File: config.mk
export PLATFORM = sky130hd
export DESIGN_NAME = decodificador_7seg_scan
export DESIGN_NICKNAME = d
export VERILOG_FILES = /design/src/rtl/decodificador_7seg_scan_pkg.sv /design/src/rtl/decodificador_7seg_scan_segmentos_a_hex.sv /design/src/rtl/decodificador_7seg_scan.sv
export SDC_FILE = /design/constraint.sdc
export NUM_CORES = 1
export LEC_CHECK = 0
export ABC_AREA = 1
export CAP_MARGIN = 10
export CORE_MARGIN = 2
export CORE_UTILIZATION = 52
export DETAILED_ROUTE_END_ITERATION = 6
export PLACE_DENSITY = 0.89
export SKIP_CTS_REPAIR_TIMING = 1
export SLEW_MARGIN = 20
export SYNTH_ARGS = -nofsm -noshare
export SYNTH_HDL_FRONTEND = slang
export SYNTH_SLANG_ARGS = --single-unit
File: constraint.sdc
create_clock -name clk -period 1.9 [get_ports clk]
set_input_delay 0.38 -clock clk [delete_from_list [all_inputs] [get_ports clk]]
set_output_delay 0.38 -clock clk [all_outputs]
set_load 0.01 [all_outputs]
File: src/rtl/decodificador_7seg_scan_pkg.sv
// Shared constants for the 7-segment scan monitor: segment patterns
// (bit 6 = a ... bit 0 = g, active-high) and decoded code values.
package decodificador_7seg_scan_pkg;

  localparam int ANCHO_COD = 5;

  localparam logic [6:0] SEG_0      = 7'b1111110;
  localparam logic [6:0] SEG_1      = 7'b0110000;
  localparam logic [6:0] SEG_2      = 7'b1101101;
  localparam logic [6:0] SEG_3      = 7'b1111001;
  localparam logic [6:0] SEG_4      = 7'b0110011;
  localparam logic [6:0] SEG_5      = 7'b1011011;
  localparam logic [6:0] SEG_6      = 7'b1011111;
  localparam logic [6:0] SEG_7      = 7'b1110000;
  localparam logic [6:0] SEG_8      = 7'b1111111;
  localparam logic [6:0] SEG_9      = 7'b1111011;
  localparam logic [6:0] SEG_A      = 7'b1110111;
  localparam logic [6:0] SEG_B      = 7'b0011111;
  localparam logic [6:0] SEG_C      = 7'b1001110;
  localparam logic [6:0] SEG_D      = 7'b0111101;
  localparam logic [6:0] SEG_E      = 7'b1001111;
  localparam logic [6:0] SEG_F      = 7'b1000111;
  localparam logic [6:0] SEG_BLANCO = 7'b0000000;
  localparam logic [6:0] SEG_GUION  = 7'b0000001;

  localparam logic [ANCHO_COD-1:0] COD_BLANCO   = 5'd16;
  localparam logic [ANCHO_COD-1:0] COD_GUION    = 5'd17;
  localparam logic [ANCHO_COD-1:0] COD_INVALIDO = 5'd31;

endpackage

File: src/rtl/decodificador_7seg_scan_segmentos_a_hex.sv
// Combinational inverse of the hex-to-7-segment table: pattern -> {valid, code}.
module segmentos_a_hex
  import decodificador_7seg_scan_pkg::*;
(
  input  logic [6:0]           segmentos_i,
  output logic                 valido_o,
  output logic [ANCHO_COD-1:0] codigo_o
);

  always_comb begin
    valido_o = 1'b1;
    codigo_o = COD_INVALIDO;
    case (segmentos_i)
      SEG_0:      codigo_o = 5'd0;
      SEG_1:      codigo_o = 5'd1;
      SEG_2:      codigo_o = 5'd2;
      SEG_3:      codigo_o = 5'd3;
      SEG_4:      codigo_o = 5'd4;
      SEG_5:      codigo_o = 5'd5;
      SEG_6:      codigo_o = 5'd6;
      SEG_7:      codigo_o = 5'd7;
      SEG_8:      codigo_o = 5'd8;
      SEG_9:      codigo_o = 5'd9;
      SEG_A:      codigo_o = 5'd10;
      SEG_B:      codigo_o = 5'd11;
      SEG_C:      codigo_o = 5'd12;
      SEG_D:      codigo_o = 5'd13;
      SEG_E:      codigo_o = 5'd14;
      SEG_F:      codigo_o = 5'd15;
      SEG_BLANCO: codigo_o = COD_BLANCO;
      SEG_GUION:  codigo_o = COD_GUION;
      default: begin
        valido_o = 1'b0;
        codigo_o = COD_INVALIDO;
      end
    endcase
  end

endmodule

File: src/rtl/decodificador_7seg_scan.sv
// Multiplexed 7-segment bus monitor: debounces each (anodos, segmentos) pair,
// decodes it and stores the code of the selected digit.
module decodificador_7seg_scan
  import decodificador_7seg_scan_pkg::*;
#(
  parameter int N_DIGITOS = 4,
  parameter int ESTABLE   = 3
) (
  input  logic                           clk,
  input  logic                           rst,
  input  logic [6:0]                     segmentos,
  input  logic [N_DIGITOS-1:0]           anodos,
  output logic [ANCHO_COD*N_DIGITOS-1:0] codigos,
  output logic [N_DIGITOS-1:0]           validos,
  output logic                           nuevo,
  output logic [((N_DIGITOS > 1) ? $clog2(N_DIGITOS) : 1)-1:0] indice,
  output logic                           error_patron,
  output logic                           error_anodo
);

  localparam int IW = (N_DIGITOS > 1) ? $clog2(N_DIGITOS) : 1;
  localparam int CW = (ESTABLE > 1) ? $clog2(ESTABLE + 1) : 1;
  localparam int MW = N_DIGITOS + 7;
  localparam logic [CW-1:0] CNT_MAX     = CW'(ESTABLE);
  localparam logic [CW-1:0] CNT_DISPARO = CW'(ESTABLE - 1);

  logic [MW-1:0]                    muestra_q, muestra_d;
  logic [CW-1:0]                    cnt_q, cnt_d;
  logic [ANCHO_COD*N_DIGITOS-1:0]   codigos_q, codigos_d;
  logic [N_DIGITOS-1:0]             validos_q, validos_d;
  logic [IW-1:0]                    indice_q, indice_d;
  logic                             nuevo_q, nuevo_d;
  logic                             errp_q, errp_d;
  logic                             erra_q, erra_d;

  logic [MW-1:0]        pines;
  logic                 igual;
  logic                 captura;
  logic                 es_onehot;
  logic                 dec_valido;
  logic [ANCHO_COD-1:0] dec_codigo;

  segmentos_a_hex u_decod (
    .segmentos_i (segmentos),
    .valido_o    (dec_valido),
    .codigo_o    (dec_codigo)
  );

  assign pines     = {anodos, segmentos};
  assign igual     = (pines == muestra_q);
  assign captura   = igual && (cnt_q == CNT_DISPARO);
  assign es_onehot = ((anodos & (anodos - 1'b1)) == '0);

  // Capture compares against the current pins, so a change on the firing edge cancels it.
  always_comb begin
    muestra_d = pines;
    cnt_d     = cnt_q;
    codigos_d = codigos_q;
    validos_d = validos_q;
    indice_d  = indice_q;
    nuevo_d   = 1'b0;
    errp_d    = 1'b0;
    erra_d    = 1'b0;

    if (!igual) begin
      cnt_d = '0;
    end else if (cnt_q != CNT_MAX) begin
      cnt_d = cnt_q + 1'b1;
    end

    if (captura && (anodos != '0)) begin
      if (!es_onehot) begin
        erra_d = 1'b1;
      end else begin
        for (int i = 0; i < N_DIGITOS; i++) begin
          if (anodos[i]) begin
            codigos_d[ANCHO_COD*i +: ANCHO_COD] = dec_valido ? dec_codigo : COD_INVALIDO;
            validos_d[i] = dec_valido;
            indice_d     = IW'(i);
          end
        end
        nuevo_d = 1'b1;
        errp_d  = !dec_valido;
      end
    end
  end

  always_ff @(posedge clk) begin
    if (rst) begin
      muestra_q <= '0;
      cnt_q     <= '0;
      codigos_q <= {N_DIGITOS{COD_BLANCO}};
      validos_q <= '0;
      indice_q  <= '0;
      nuevo_q   <= 1'b0;
      errp_q    <= 1'b0;
      erra_q    <= 1'b0;
    end else begin
      muestra_q <= muestra_d;
      cnt_q     <= cnt_d;
      codigos_q <= codigos_d;
      validos_q <= validos_d;
      indice_q  <= indice_d;
      nuevo_q   <= nuevo_d;
      errp_q    <= errp_d;
      erra_q    <= erra_d;
    end
  end

  assign codigos      = codigos_q;
  assign validos      = validos_q;
  assign indice       = indice_q;
  assign nuevo        = nuevo_q;
  assign error_patron = errp_q;
  assign error_anodo  = erra_q;

endmodule
==> results of run 1 <==
-- kinds of logic after synthesis --
| kind of cell | synth area share (%) |
|---|---|
| fa+ha+maj | 1.12 |
| buf+inv | 11.0 |
| xor+xnor | 2.36 |
| compound gates | 2.70 |
| simple gates | 45.1 |
| flops | 37.8 |
-- Yosys cell counts --
| master | instances |
|---|---|
| a21oi_1 | 4 |
| a21oi_4 | 1 |
| buf_2 | 3 |
| buf_4 | 1 |
| buf_6 | 1 |
| clkbuf_1 | 1 |
| clkinv_1 | 1 |
| dfxtp_1 | 42 |
| ha_1 | 2 |
| inv_1 | 49 |
| inv_2 | 5 |
| nand2_1 | 109 |
| nand2_2 | 1 |
| nand3_1 | 21 |
| nand3_4 | 1 |
| nand4_1 | 2 |
| nand4_4 | 4 |
| nor2_1 | 77 |
| nor2_2 | 5 |
| nor2_4 | 1 |
| nor2_8 | 1 |
| nor3_1 | 3 |
| o2111ai_1 | 1 |
| o21ai_0 | 1 |
| o21ai_1 | 2 |
| xnor2_1 | 5 |
| xor2_1 | 1 |
-- stage by stage --
step	cells	setup TNS (ns)	instance area (sq um)	util [%]
after detailed placement	472	-8.18	3010	74.3
final	481	0	3180	78.3
after global routing	481	-0.191	3180	78.3
after CTS	480	-0.485	3110	76.6
after floorplan	345	0	2220	-
after global placement	472	-6.85	3010	74.3
-- worst max path at each step --
stage | start | to | slack [ns] | cells past startpoint
6_report | segmentos[3] | codigos[7] | 0.07 | 9
5_1_grt | segmentos[3] | codigos[7] | -0.05 | 9
4_1_cts | segmentos[6] | codigos[7] | -0.05 | 10
3_5_place_dp | segmentos[6] | codigos[15] | -0.35 | 10
3_3_place_gp | segmentos[6] | codigos[0] | -0.32 | 10
2_1_floorplan | segmentos[6] | validos[0] | 0.30 | 9
-- final cells by class --
class / count / area share [%]
Inverter: 55 / 6.50
Timing Repair Buffer: 84 / 24.9
Sequential cell: 42 / 26.5
Clock inverter: 3 / 0.788
Multi-Input combinational cell: 242 / 37.2
Clock buffer: 5 / 2.17
Tap cell: 50 / 1.97
-- state kept, by name (all words and copies together), names as in the netlist --
signal        cells
cnt_q             2
codigos          20
error_anodo       1
error_patron      1
indice            2
muestra_q        11
nuevo             1
validos           4
-- worst max-delay path, stage by stage --
cell	delay (ns)
clkdlybuf4s50_1	0.49
nor2_1	0.34
nand3_1	0.18
nand2_1	0.13
nor2_2	0.07
nand3_2	0.13
nand2_1	0.14
nor2_1	0.12
nor2_1	0.05
-- per-layer routing --
metal / vias up / global-route usage, % / wire, microns
met1: 1031 / 29.0 / 2430
li1: 1200 / - / -
met5: - / 0 / 0
met4: 0 / 9.37 / 130
met3: 14 / 5.52 / 235
met2: 63 / 41.6 / 2790
-- power breakdown --
part | internal, uW | leakage [uW] | switching [uW]
logic | 101 | 0.00125 | 138
registers | 892 | 0.000341 | 5.94
clock network | 265 | 0.0000447 | 340
total | 1260 | 0.00163 | 484
==> Implementation_results.wiki, run 1 <==
{| class="wikitable"
! Metric !! Value
|-
| Run status || completed
|-
| CP required || ~2.1 ns
|-
| Worst-path clk slew || ~0.090 ns
|-
| Global router's overall resource usage || around 24%
|-
| Total congestion overflow || 0
|-
| Final period demand of the worst path || 1.83 ns
|-
| Setup crit end kind || register
|-
| Effective utilization at floorplan || roughly 55%
|-
| IR drop worst, VDD || 0.501 mV
|-
| Final Total Pwr || 1740 uW
|-
| Slew at the pin closest to its max-slew limit || 0.372 ns
|-
| Most common cell after layout, fill and taps aside || nand2_1
|-
| Maximum Capacitance Violations || 0
|-
| DRC violation count after routing || 0
|-
| Timing-limited maximum frequency || between 500 and 600 MHz
|-
| R2R Path End || codigos[7]
|-
| Pre-antenna DRT Iters || 4
|-
| Via count of the first global-routing pass || approximately 2.2k
|-
| Largest area contributor in the synthesized netlist || dfxtp_1
|-
| Portion of the post-synthesis area used by sequential elements || 37.8%
|-
| Hold/Removal Path Class || primary input to register
|-
| Placer Congestion || 0.953
|-
| Drt total wl || 5590 microns
|-
| Number of warnings reported in the yosys synthesis log || 0
|-
| Post-synthesis net count || 360
|-
| TritonCTS clock tree || yes
|-
| Later-pin clock latency in the skew report || slightly above 0.3 ns
|-
| R2R Setup Slk || roughly 0.4 ns
|-
| Clock buffer count from CTS || 5
|-
| Maximum number of buffers from clock root to sink || 2
|-
| Beginning of the worst hold path || segmentos[0]
|-
| FILL cells || approximately 290
|-
| Final antenna diode count || 0
|-
| Cell variety after synth || 27
|-
| Post-synth top area share || 37.8%
|-
| Final setup skew || between 0.005 and 0.006 ns
|-
| Die extent in x || 69.4 microns
|-
| Worst Setup Start Kind || primary input
|-
| Footprint of the flip-flops and latches || about 840 sq um
|-
| Cell at the root of the clock tree || clkbuf_8
|-
| Die Outline Area || 4820 sq um
|-
| Core outline area || 4060 sq um
|-
| Number of cells traversed by the worst hold path || 3
|-
| Most frequent cells in the layout || nand2_1, nor2_1, inv_1
|-
| Data arrival time at the worst-slack endpoint || between 2 and 2.5 ns
|-
| Clock tree sinks || 42
|-
| CTS H-Tree Depth || 2
|-
| Pin count of the biggest net entering global routing || 26
|-
| Worst Setup Path Type || primary input to register
|-
| Hold violation total from the final report || 0
|-
| Port buffer count || about 40
|-
| Number of vias after detailed routing || 2308
|-
| Boundary pin count || 42
|-
| Worst-path maximum fanout || 5
|-
| Static leakage || around 0.0016 uW
|-
| Min-Delay Endpoint || muestra_q[0]
|-
| Final setup viols || 0
|-
| Vertical extent of the die || ~69 microns
|-
| Final worst setup slack || just over 0.07 ns
|-
| Std cell rows || 23
|-
| Initial antenna violation count || 0
|-
| Worst relative slew slack || approximately three quarters
|-
| Number of synthesized register bits || 42
|-
| Worst hold slack || roughly 0.45 ns
|-
| Multi-input gate area || ~1200 sq um
|-
| Global-route wire length before repair || around 9400 microns
|-
| Total power density per cell area || between 500 and 600 nW/um^2
|-
| Placed wire-length estimate || 4220 microns
|-
| R2R Path Start || cnt_q[0]
|-
| Biggest area contributors in the synthesized netlist || dfxtp_1, nand2_1, nor2_1
|-
| Path depth of the worst reg2reg path || 9
|-
| Mean instance size in the synthesized netlist || 6.45 sq um
|-
| Share of the cycle needed by the critical path after routing || a little over nine tenths
|-
| Number of violations reported at the end of detailed-routing iteration 0 || 155
|-
| Cell count after synthesis || between 300 and 400
|-
| Final Max Tran Viols || 0
|-
| Cell Area, Synth || approximately 2200 sq um
|-
| Vias per cell || 4.80
|-
| Post-detailed-route count of antenna-violating nets || 0
|-
| Fraction of final layout cells sized beyond drive strength 1 || between 10% and 20%
|-
| Post-detailed-route wirelength per cell || ~12 microns
|-
| Worst slack after detailed placement || -0.350 ns
|-
| Net count, final || between 400 and 500
|-
| Relative area change from synthesis to final layout || 42.8%
|}
(Power assumes the default switching activity.)
==> run 2: changes to the inputs <==
--- a/config.mk
+++ b/config.mk
@@ -12,5 +12,6 @@
 export DETAILED_ROUTE_END_ITERATION = 6
+export MAX_ROUTING_LAYER = met4
 export PLACE_DENSITY = 0.89
 export SKIP_CTS_REPAIR_TIMING = 1
-export SLEW_MARGIN = 20
+export SLEW_MARGIN = 0
 export SYNTH_ARGS = -nofsm -noshare
==> constraint.sdc (replaced) <==
create_clock -name clk -period 1.9 [get_ports clk]
set_input_delay 0.57 -clock clk [delete_from_list [all_inputs] [get_ports clk]]
set_output_delay 0.57 -clock clk [all_outputs]
set_load 0.01 [all_outputs]
==> run 2 against run 1 <==
Effect of this change: setup slack better by 0.044 ns; via count is 0.69% lower; clock skew hardly changed; final cell count is 0.21% lower; critical endpoint is now codigos[19].
==> Implementation_results.wiki, run 2 (synthesis results as in run 1) <==
{| class="wikitable"
! Metric !! Value
|-
| Run status || completed
|-
| CTS H-Tree Depth || 2 (unchanged)
|-
| Via count of the first global-routing pass || 2158 (-1.9%)
|-
| Std cell rows || 23 (unchanged)
|-
| Unrepaired setup endpoints after global routing || no
|-
| Clock buffer count from CTS || 5 (unchanged)
|-
| Cell at the root of the clock tree || clkbuf_8
|-
| Effective utilization at floorplan || 54.8% (unchanged)
|-
| Number of vias after detailed routing || 2292 (-0.69%)
|-
| Drt total wl || 5280 microns (-5.5%)
|-
| Clock tree sinks || 42 (unchanged)
|-
| R2R Path End || codigos[7]
|-
| Share of the cycle needed by the critical path after routing || 93.9% (-2.3 points)
|-
| Final period demand of the worst path || 1.78 ns (-0.0435 ns)
|-
| Kind of cell adding the most delay to the critical path || buffers and inverters
|-
| CP Cell Sequence || clkdlybuf4s50_1
|-
| Pin count of the biggest net entering global routing || 25 (-3.8%)
|-
| Final Max Tran Viols || 0 (unchanged)
|-
| Maximum Capacitance Violations || 0 (unchanged)
|-
| Maximum number of buffers from clock root to sink || 2 (unchanged)
|-
| Worst Setup Path Type || register to output pin
|-
| Hold violation total from the final report || 0 (unchanged)
|-
| Post-detailed-route wirelength per cell || 11.0 microns (-5.3%)
|-
| R2R Path Start || muestra_q[0]
|-
| Path depth of the worst reg2reg path || 11 (+2)
|-
| Data arrival time at the worst-slack endpoint || 1.21 ns (-0.83 ns)
|-
| Relative area change from synthesis to final layout || 42.1%
|-
| Die extent in x || 69.4 microns (unchanged)
|-
| Worst setup path endpoint || codigos[19]
|-
| Logic depth of the worst path, buffers included || 1 (-8)
|-
| Worst Setup Start Kind || register
|-
| Pre-antenna DRT Iters || 4 (unchanged)
|-
| Final core occ || 77.9% (-0.40 points)
|-
| Total congestion overflow || 0 (unchanged)
|-
| Number of violations reported at the end of detailed-routing iteration 0 || 159 (+2.6%)
|-
| TritonCTS clock tree || yes
|-
| Global router's overall resource usage || 23.7% (-0.37 points)
|-
| CP required || 1.33 ns (-0.78 ns)
|-
| Worst hold slack || 0.476 ns (+0.0225 ns)
|-
| Total power density per cell area || 551 nW/um^2 (+0.41%)
|-
| DRC violation count after routing || 0 (unchanged)
|-
| R2R Setup Slk || 0.37 ns (-0.03 ns)
|-
| Worst-path clk slew || 0.08 ns (about the same)
|-
| Worst setup startpoint || codigos[19]
|-
| Most frequent cells in the layout || nand2_1, nor2_1, inv_1
|-
| Core outline area || 4060 sq um (unchanged)
|-
| CP max stage delay || 0.55 ns (+0.06 ns)
|-
| Final Total Pwr || 1740 uW (-0.10%)
|-
| Setup crit end kind || output pin
|-
| IR drop worst, VDD || 0.415 mV (-17%)
|-
| Slew at the pin closest to its max-slew limit || 0.297 ns (-0.0755 ns)
|-
| Die Outline Area || 4820 sq um (unchanged)
|-
| Initial antenna violation count || 0 (unchanged)
|-
| Worst relative slew slack || 80.1% (+5.0 points)
|-
| Hold/Removal Path Class || register to register
|-
| Post-detailed-route count of antenna-violating nets || 0 (unchanged)
|-
| Final setup skew || 0.00557 ns (+0.000108 ns)
|-
| Net count, final || 444 (-0.22%)
|-
| Setup TNS || 0 ns (unchanged)
|-
| Count of buffer and inverter cells on the critical path || 1 (unchanged)
|-
| Placer Congestion || 0.929 (-2.5%)
|-
| Placed wire-length estimate || 4040 microns (-4.2%)
|-
| Most common cell after layout, fill and taps aside || nand2_1
|-
| CP max stage cell || clkdlybuf4s50_1
|-
| Worst-path maximum fanout || 2 (-3)
|-
| Fraction of final layout cells sized beyond drive strength 1 || 17.9% (-1.4 points)
|-
| Static leakage || 0.00164 uW (+0.67%)
|-
| Port buffer count || 41 (unchanged)
|-
| Final setup viols || 0 (unchanged)
|-
| Vertical extent of the die || 69.4 microns (unchanged)
|-
| Final antenna diode count || 0 (unchanged)
|-
| Boundary pin count || 42 (unchanged)
|-
| Max FFs per register || 20 (unchanged)
|-
| Timing-limited maximum frequency || 560 MHz (+2.4%)
|-
| Global-route wire length before repair || 9030 microns (-4.2%)
|-
| Vias per cell || 4.78 (-0.49%)
|-
| Later-pin clock latency in the skew report || 0.30 ns (about the same)
|}
run 2: cell types whose count changed in the layout (fill, tap and decap cells not counted), moves of 2 or more:
cell	previous run	this run
nand3_1	18	20
dlymetal6s2s_1	8	11
nor2_1	70	73
nor2_2	11	8
clkdlybuf4s50_1	33	30
nand3_2	3	1
run 2: power by group:
group / leakage [uW] / switching, uW / internal, uW
Sequential: 0.000341 / 5.41 / 892
Combinational: 0.00126 / 136 / 103
Clock: 0.0000447 / 340 / 265
Total: 0.00164 / 481 / 1260
run 2: per-stage QoR:
stage                     cell area [sq um]  setup WS (ns)  cells
after floorplan                        2220          0.114    345
after global placement                 3010         -0.474    472
after detailed placement               3010         -0.524    472
after CTS                              3110         -0.264    480
after global routing                   3160         0.0613    480
final                                  3160          0.116    480
run 2: layout make-up:
class,instances,area (sq um)
well taps,50,62.6
fillers,292,897
multi-input cells,242,1170
flip-flops and latches,42,841
clock inverters,3,25.0
inverters,55,206
repair buffers,83,791
clock buffers,5,68.8
run 2: worst min-delay path by stage:
stage / from / end / slack [ns] / cells past startpoint
finish: indice[1] / indice[1] / 0.48 / 2
global route: indice[1] / indice[1] / 0.51 / 2
CTS: indice[1] / indice[1] / 0.48 / 2
detailed placement: indice[1] / indice[1] / 0.46 / 2
global placement: indice[1] / indice[1] / 0.46 / 2
floorplan: indice[1] / indice[1] / 0.48 / 2
run 2: metal layers:
metal	GRT usage [%]	part of all wire, %
met1	28.0	43
met2	40.0	49
met3	5.38	5.8
met4	8.06	1.9
met5	-	0
==> run 3: changes to the inputs <==
ABC_CLOCK_PERIOD_IN_PS = 1900   (was default)
CORE_UTILIZATION = 55   (was 52)
DONT_BUFFER_PORTS = 1   (was default)
PLACE_DENSITY = 0.79   (was 0.89)
==> run 3 against run 2 <==
Effect of this change: non-clock buffer count down 81; sequential share of layout area grew 9.1 points; total power decreased by 7.7%; worst hold slack got worse by 0.15 ns; via count is 16% lower; sequential power barely moved; first-iteration DRC count decreased by 47%; clock power shrank 4.5%; combinational power fell by 45%; clock skew increased by 0.0045 ns; setup slack improved by 0.21 ns; final area is 25% lower.
==> Implementation_results.wiki, run 3 (synthesis results as in run 1) <==
{| class="wikitable"
! Metric !! Value
|-
| Worst relative slew slack || 73.7% (-6.4 points)
|-
| TritonCTS clock tree || yes
|-
| Worst-path maximum fanout || 7 (+5)
|-
| Post-detailed-route count of antenna-violating nets || 0 (unchanged)
|-
| Final period demand of the worst path || 1.57 ns (-0.211 ns)
|-
| Number of vias after detailed routing || 1931 (-16%)
|-
| Cell at the root of the clock tree || clkbuf_8
|-
| Pin count of the biggest net entering global routing || 19 (-24%)
|-
| Drt total wl || 4410 microns (-16%)
|-
| Max FFs per register || 20 (unchanged)
|-
| Die extent in x || 67.6 microns (-2.6%)
|-
| Met2 global-route usage || 38.0% (-2.0 points)
|-
| Worst Setup Start Kind || register
|-
| Core outline area || 3940 sq um (-2.8%)
|-
| Clock buffer count from CTS || 5 (unchanged)
|-
| Placer Congestion || 0.928 (-0.16%)
|-
| Data arrival time at the worst-slack endpoint || 1.78 ns (+0.57 ns)
|-
| Worst setup startpoint || cnt_q[0]
|-
| Final setup skew || 0.0100 ns (+0.00446 ns)
|-
| Hold violation total from the final report || 0 (unchanged)
|-
| Post-detailed-route wirelength per cell || 11.1 microns (+0.49%)
|-
| Beginning of the worst hold path || rst
|-
| Min-Delay Endpoint || indice[1]
|-
| Number of cells traversed by the worst hold path || 1 (-1)
|-
| Share of power burned in combinational logic || 8.2% (-5.5 points)
|-
| Final antenna diode count || 0 (unchanged)
|-
| Total congestion overflow || 0 (unchanged)
|-
| Final worst setup slack || 0.327 ns (+0.211 ns)
|-
| Gr busiest metal || met2
|-
| Final Max Tran Viols || 0 (unchanged)
|-
| Part of the power in the clock network || 36.0% (+1.2 points)
|-
| Setup TNS || 0 ns (unchanged)
|-
| Std cell rows || 23 (unchanged)
|-
| DRC violation count after routing || 0 (unchanged)
|-
| Setup crit end kind || register
|-
| Later-pin clock latency in the skew report || 0.30 ns (about the same)
|-
| Fraction of final layout cells sized beyond drive strength 1 || 8.31% (-9.6 points)
|-
| Boundary pin count || 42 (unchanged)
|-
| Worst-path clk slew || 0.09 ns (about the same)
|-
| Number of violations reported at the end of detailed-routing iteration 0 || 84 (-47%)
|-
| Maximum Capacitance Violations || 0 (unchanged)
|-
| Port buffer count || 0 (-100%)
|-
| Final setup viols || 0 (unchanged)
|-
| Maximum number of buffers from clock root to sink || 2 (unchanged)
|-
| Slew at the pin closest to its max-slew limit || 0.394 ns (+0.0970 ns)
|-
| R2R Path End || validos[3]
|-
| Net count, final || 363 (-18%)
|-
| R2R Setup Slk || 0.33 ns (-0.04 ns)
|-
| Initial antenna violation count || 0 (unchanged)
|-
| Most frequent cells in the layout || nand2_1, nor2_1, inv_1
|-
| Vertical extent of the die || 67.6 microns (-2.6%)
|-
| Total power density per cell area || 683 nW/um^2 (+24%)
|-
| Placed wire-length estimate || 3390 microns (-16%)
|-
| Share of the cycle needed by the critical path after routing || 82.8% (-11 points)
|-
| Path depth of the worst reg2reg path || 9 (-2)
|-
| GR Util met1 || 25.8% (-2.2 points)
|-
| Number of cells in the finished layout apart from fillers || 399 (-17%)
|-
| Die Outline Area || 4570 sq um (-5.1%)
|-
| Via count of the first global-routing pass || 1835 (-15%)
|-
| Most common cell after layout, fill and taps aside || nand2_1
|-
| Static leakage || 0.00119 uW (-28%)
|-
| R2R Path Start || cnt_q[0]
|-
| Relative area change from synthesis to final layout || 5.85%
|-
| Global router's overall resource usage || 23.0% (-0.75 points)
|-
| Worst slack after detailed placement || 0.0225 ns (+0.546 ns)
|-
| Global-route wire length before repair || 7780 microns (-14%)
|-
| Worst Setup Path Type || register to register
|-
| Net Switching || 416 uW (-14%)
|-
| Effective utilization at floorplan || 56.4% (+1.6 points)
|-
| IR drop worst, VDD || 0.484 mV (+17%)
|-
| CTS H-Tree Depth || 2 (unchanged)
|-
| Timing-limited maximum frequency || 636 MHz (+13%)
|-
| Vias per cell || 4.84 (+1.4%)
|-
| Proportion of power drawn by flip-flops and latches || 55.8% (+4.2 points)
|-
| Cell internal pwr || 1190 uW (-5.4%)
|-
| CP required || 2.11 ns (+0.78 ns)
|-
| Clock tree sinks || 42 (unchanged)
|-
| Hold/Removal Path Class || primary input to register
|-
| Unrepaired setup endpoints after global routing || no
|-
| Pre-antenna DRT Iters || 5 (+1)
|-
| Run status || completed
|-
| Post-Place Cells || 391 (-17%)
|-
| Switching part of the total || 25.9% (-1.8 points)
|-
| Met3 usage in global routing || 6.83% (+1.5 points)
|}
-- run 3: cell types whose count changed in the layout (fill, tap and decap cells not counted), sizes merged --
| cell | before | now |
|---|---|---|
| clkinv | 2 | 3 |
| dlymetal6s2s | 11 | 0 |
| buf | 42 | 2 |
| clkdlybuf4s50 | 30 | 0 |
| inv | 55 | 54 |
-- run 3: power groups by stage --
| stage | sequential [uW] | combinational, uW | clock [uW] |
|---|---|---|---|
| 4_1_cts | 897 | 133 | 596 |
| 5_1_grt | 899 | 152 | 627 |
| 3_5_place_dp | 918 | 132 | 0 |
| 2_1_floorplan | 917 | 119 | 0 |
| 3_3_place_gp | 918 | 130 | 0 |
| 6_report | 897 | 132 | 578 |
-- run 3: area by class of cell --
| type | count | area [sq um] |
|---|---|---|
| well taps | 50 | 62.6 |
| fillers | 376 | 1590 |
| flip-flops and latches | 42 | 841 |
| clock buffers | 5 | 68.8 |
| multi-input cells | 242 | 1140 |
| clock inverters | 3 | 21.3 |
| repair buffers | 2 | 15.0 |
| inverters | 55 | 206 |
-- run 3: worst max-delay path, cell delays in order, from the launching register on --
cell and delay, ns:
dfxtp_1 0.34, inv_1 0.06, ha_1 0.16, nand2_2 0.08, a21oi_4 0.33, nand3_4 0.18, nor2_2 0.16, nand2_1 0.07
nand2_1 0.06, nor2_1 0.05
-- run 3: layer usage --
layer	up-vias	part of all wire [%]	wire length, microns
met4	0	2.2	97
li1	1039	-	-
met2	56	44	1960
met1	826	45	2000
met5	-	0	0
met3	10	8.1	356
-- run 3: how the worst max path moves through the flow --
stage	endpoint	slack [ns]
after floorplan	validos[0]	0.11
after global placement	validos[2]	0.07
after detailed placement	validos[3]	0.02
after CTS	validos[3]	0.32
after global routing	validos[2]	0.17
final	validos[3]	0.33
-- run 3: through the flow --
| step | util, % | cell area, sq um | hold slack [ns] | power (uW) |
|---|---|---|---|---|
| floorplan | - | 2220 | 0.484 | 1040 |
| global placement | 57.4 | 2260 | 0.511 | 1050 |
| detailed placement | 57.4 | 2260 | 0.508 | 1050 |
| CTS | 59.7 | 2350 | 0.319 | 1630 |
| global route | 59.7 | 2350 | 0.315 | 1680 |
| finish | 59.7 | 2350 | 0.330 | 1610 |
